[config.mk]
export PLATFORM = sky130hd
export DESIGN_NAME = step_ctrl
export DESIGN_NICKNAME = d
export VERILOG_FILES = /design/src/rtl/step_ctrl.sv
export SDC_FILE = /design/constraint.sdc
export NUM_CORES = 1
export LEC_CHECK = 0
export ABC_AREA = 0
export ABC_CLOCK_PERIOD_IN_PS = 2150
export BUFFER_PORTS_ARGS = -buffer_cell sky130_fd_sc_hd__buf_2
export CAP_MARGIN = 20
export CORE_UTILIZATION = 44
export CTS_CLUSTER_SIZE = 12
export DETAILED_ROUTE_END_ITERATION = 12
export GPL_TIMING_DRIVEN = 0
export MAX_ROUTING_LAYER = met4
export PLACE_DENSITY = 0.8
export SLEW_MARGIN = 10
export SYNTH_ARGS = -nofsm -noshare
export SYNTH_HDL_FRONTEND = slang
export SYNTH_SLANG_ARGS = --single-unit
[constraint.sdc]
create_clock -name clock -period 2.15 [get_ports clock]
set_input_delay 0.215 -clock clock [delete_from_list [all_inputs] [get_ports clock]]
set_output_delay 0.215 -clock clock [all_outputs]
set_load 0.01 [all_outputs]
[src/rtl/step_ctrl.sv]
// ============================================================================
// Module  : step_ctrl
// Brief   : Run/halt/single-step/breakpoint clock-enable controller for a core.
// Revision: 1.0
// ============================================================================
`default_nettype none

module step_ctrl #(
  parameter int CNT_W       = 8,
  parameter int SYNC_STAGES = 2,
  parameter int ADDR_W      = 32
) (
  input  logic              clock,
  input  logic              reset,
  input  logic              change,
  input  logic              step,
  input  logic [CNT_W-1:0]  burst_len,
  input  logic              bp_en,
  input  logic [ADDR_W-1:0] bp_addr,
  input  logic [ADDR_W-1:0] pc,
  output logic              cpu_en,
  output logic              halted,
  output logic              step_done,
  output logic [31:0]       cycle_cnt
);

  typedef enum logic [1:0] {
    S_RUN   = 2'd0,
    S_HALT  = 2'd1,
    S_STEP  = 2'd2,
    S_BREAK = 2'd3
  } state_t;

  state_t                 r_state;
  logic [SYNC_STAGES-1:0] r_chg_sync;
  logic [SYNC_STAGES-1:0] r_stp_sync;
  logic                   r_stp_prev;
  logic [CNT_W-1:0]       r_count;
  logic                   r_bp_mask;
  logic                   r_step_done;
  logic [31:0]            r_cycle_cnt;

  logic                   w_chg;
  logic                   w_step_rise;
  logic                   w_bp_hit;
  logic [CNT_W-1:0]       w_load;

  assign w_chg       = r_chg_sync[SYNC_STAGES-1];
  assign w_step_rise = r_stp_sync[SYNC_STAGES-1] & ~r_stp_prev;
  assign w_bp_hit    = bp_en && (pc == bp_addr) && !r_bp_mask;
  // A zero burst length still grants one enabled cycle.
  assign w_load      = (burst_len == '0) ? {{(CNT_W-1){1'b0}}, 1'b1} : burst_len;

  // cpu_en must drop in the same cycle the PC matches, so it stays combinational.
  assign cpu_en    = !reset && ((r_state == S_RUN) || (r_state == S_STEP)) && !w_bp_hit;
  assign halted    = (r_state == S_HALT) || (r_state == S_BREAK);
  assign step_done = r_step_done;
  assign cycle_cnt = r_cycle_cnt;

  always_ff @(posedge clock) begin
    if (reset) begin
      r_state     <= S_RUN;
      r_chg_sync  <= '0;
      r_stp_sync  <= '0;
      r_stp_prev  <= 1'b0;
      r_count     <= '0;
      r_bp_mask   <= 1'b0;
      r_step_done <= 1'b0;
      r_cycle_cnt <= '0;
    end else begin
      r_chg_sync  <= {r_chg_sync[SYNC_STAGES-2:0], change};
      r_stp_sync  <= {r_stp_sync[SYNC_STAGES-2:0], step};
      r_stp_prev  <= r_stp_sync[SYNC_STAGES-1];
      r_step_done <= 1'b0;
      if (cpu_en) begin
        r_cycle_cnt <= r_cycle_cnt + 32'd1;
      end

      case (r_state)
        S_RUN: begin
          if (w_bp_hit) begin
            r_state <= S_BREAK;
          end else if (w_chg) begin
            r_state <= S_HALT;
          end
        end
        S_HALT: begin
          if (!w_chg) begin
            r_state <= S_RUN;
          end else if (w_step_rise) begin
            r_state <= S_STEP;
            r_count <= w_load;
          end
        end
        S_STEP: begin
          // The mask only covers the first cycle after leaving BREAK.
          r_bp_mask <= 1'b0;
          if (w_bp_hit) begin
            r_state <= S_BREAK;
            r_count <= '0;
          end else if (r_count == {{(CNT_W-1){1'b0}}, 1'b1}) begin
            r_state     <= S_HALT;
            r_count     <= '0;
            r_step_done <= 1'b1;
          end else begin
            r_count <= r_count - {{(CNT_W-1){1'b0}}, 1'b1};
          end
        end
        S_BREAK: begin
          if (w_step_rise) begin
            r_state   <= S_STEP;
            r_count   <= w_load;
            r_bp_mask <= 1'b1;
          end else if (!bp_en) begin
            r_state <= w_chg ? S_HALT : S_RUN;
          end
        end
        default: r_state <= S_RUN;
      endcase
    end
  end

endmodule

`default_nettype wire
==> reports/qor.txt <==
Final Critical Period: 2.28 ns
register area share after synthesis: 34.4%
Routability Congestion: 0.849
most frequent cells after synthesis: 49 x dfxtp_1, 36 x a21oi_1, 30 x xor2_1, 27 x nand2_1, 26 x nand3_1
Post-Synth XOR/XNOR Area: 9.51%
GRT Overall Usage: 26.6%
Critical Path AT: 2.06 ns
GRT overflow: 0
DRC errors left: 0
Fin. Hold Viols: 0
Adder-Cell Fraction of Synth Area: 1.31%
max frequency: 439 MHz
I/O Buffers: 110
slew margin rel.: 56.2%
die height: 82.6 µm
distinct cell type count after synthesis: 47
Setup CP Type: reg2out
initial drt markers: 240
top_reg_cell synth: dfxtp_1
status: finished with violations
Mapped Nets: 436
# fillers: 505
clk root buf: clkbuf_8
Design Power: 2070 µW
largest family of logic cells by synthesized area: simple AND/OR/NAND/NOR gates
Post-synth ARST share: 0%
worst hold path type: in2reg
met2 Use GR: 46.9%
ratio of cells with drive above 1 in the final layout: 38.2%
clk slew on worst S/H paths: 0.09 ns
Worst Reg2Reg Path Length in Cells: 10
leakage: 0.00171 µW
Hold Crit Depth: 2
multiplexer share of the synthesized area: 1.10%
largest net degree at the start of global routing: 15
count of final setup violators: 18
PnR worst setup slack: -0.128 ns
DRT Pass-1 Iters: 5
Placeable Area: 6100 µm²
Routed Antenna Nets: 0
CTS sink cnt: 49
Slew @ Worst Pin: 0.656 ns
Synth top area share: 34.4%
final worst path period share: 106%
GR peak layer: met2
antenna cells: 0
area grow syn2layout: 43.9%
met1 usage: 30.4%
Synth Warn #: 0
violated checks: negative setup slack
CTS tree: yes
Synth area leader: dfxtp_1
Placed Area: 3510 µm²
CTS Hold Buffers Added: 0
Crit. End Element: output pin
Vias: 3,273
Die X: 82.6 µm
Synth Area in Compound Gates: 19.0%
Die ar.: 6820 µm²
most frequent cell after synthesis: dfxtp_1
EDFF count, synth: 0
maximum fanout along the worst path: 3
cts bufs inserted: 5
final instance area: 4110 µm²
Gate Count Post-Synth: 356
initial antenna violation count: 0
Clk Latency, worst-skew pair: 0.30 ns
RSZ-0062 raised after global routing: true
Post-DP HPWL: 6.11 mm
final wirelength: 9.03 mm
M3 GR Usage: 4.84%
synth top area cells: dfxtp_1 34%, xor2_1 9.2%, a21oi_1 6.3%, nand3_1 4.6%, or4_1 3.9%
H-tree Lvls: 2
peak supply drop: 0.360 mV
routed length per placed instance: 15.9 µm
Critical Path RT: 1.93 ns
Clock Tree Buf Depth: 2
pwr dens: 503 nW/µm²
final slew viol count: 0
layout net count: 571
# rows: 28
max-cap violations: 0
clock skew: 0.0132 ns
Synth Register Bits: 49
Top Ports: 112
CP Launch Type: flop
vias in the first global route: 3,044
Starting Density: 46.8%
Via density: 5.77
Cell Area, Synth: 2860 µm²
first-pass GRT wire length: 13.6 mm
post-synthesis simple-gate area fraction: 29.5%
syn avg cell area: 8.02 µm²
## timing repair
item	in CTS	in global routing
resized for setup	25	55
setup endpoints to repair	27	37
cloned	2	1
pin swaps	21	33
hold endpoints to repair	0	0
buffers inserted	13	8
## cell type report
cell class	instances	area (µm²)	share of cell area, %
buffer	17	123	2.98
clock buffer	7	86.3	2.10
clock inverter	1	30.0	0.731
inverter	14	55.1	1.34
multi-input combinational	273	1930	47.0
sequential	49	983	23.9
tap	75	93.8	2.28
timing repair buffer	131	805	19.6
## power breakdown
group	switching (µW)	internal, µW
logic	209	211
clock network	307	380
registers	27.8	933
total	544	1520
## critical path, stage by stage, from the launching register on
cell and delay, ns:
dfxtp_2 0.33, nor2b_1 0.11, o2111ai_1 0.12, or4_4 0.55, o41ai_4 0.28, buf_4 0.20, nor2_2 0.03, buf_2 0.15
## metrics by stage
stage               std cells  setup TNS [ns]  utilization [%]  setup WS [ns]  hold slack [ns]
global route              567           -3.79             67.4         -0.235            0.119
CTS                       563           -2.09             63.5         -0.281            0.120
finish                    567           -1.06             67.4         -0.128            0.124
detailed placement        541           -9.86             57.6         -0.382            0.429
floorplan                 356               0                -        0.00186            0.343
global placement          541           -9.11             57.6         -0.378            0.417
## registers in the layout, indices dropped and copies added, names as in the netlist
register / flops
r_count: 8
r_bp_mask: 1
cycle_cnt: 32
r_stp_prev: 1
step_done: 1
r_state: 2
r_stp_sync: 2
r_chg_sync: 2
## placed cells by master (no fill, tap or decap), drive strengths merged, types with 3 or more instances in the layout
| cell | n |
|---|---|
| buf | 136 |
| dfxtp | 49 |
| a21oi | 36 |
| xor2 | 30 |
| nand2 | 27 |
| nand3 | 26 |
| clkbuf | 19 |
| or4 | 16 |
| o21ai | 16 |
| inv | 14 |
| or3 | 14 |
| nor2 | 13 |
| o31ai | 13 |
| nand4 | 11 |
| nor2b | 9 |
| nor4 | 8 |
| a31oi | 7 |
| nor3 | 7 |
| and3 | 5 |
| nand2b | 4 |
| ha | 3 |
| and4 | 3 |
## metal layers
layer	wire length (µm)	up-vias
li1	-	1593
met1	3820	1542
met2	4610	120
met3	459	18
met4	135	0
met5	0	-
## cells by family after synthesis
kind of cell    Yosys count
xor+xnor                 31
simple gates            150
fa+ha+maj                 3
compound gates           86
flops                    49
mux                       3
buf+inv                  34
## final timing paths
check	start	end	slack [ns]
min	change	r_chg_sync[0]$_SDFF_PP0_	0.12
max reg2reg	r_bp_mask$_SDFFE_PP0P_	cycle_cnt[28]$_SDFFE_PP0P_	-0.11
min reg2reg	r_stp_sync[0]$_SDFF_PP0_	r_stp_sync[1]$_SDFF_PP0_	0.45
max	r_bp_mask$_SDFFE_PP0P_	cpu_en	-0.13
Power figures use the tool's default switching activity.
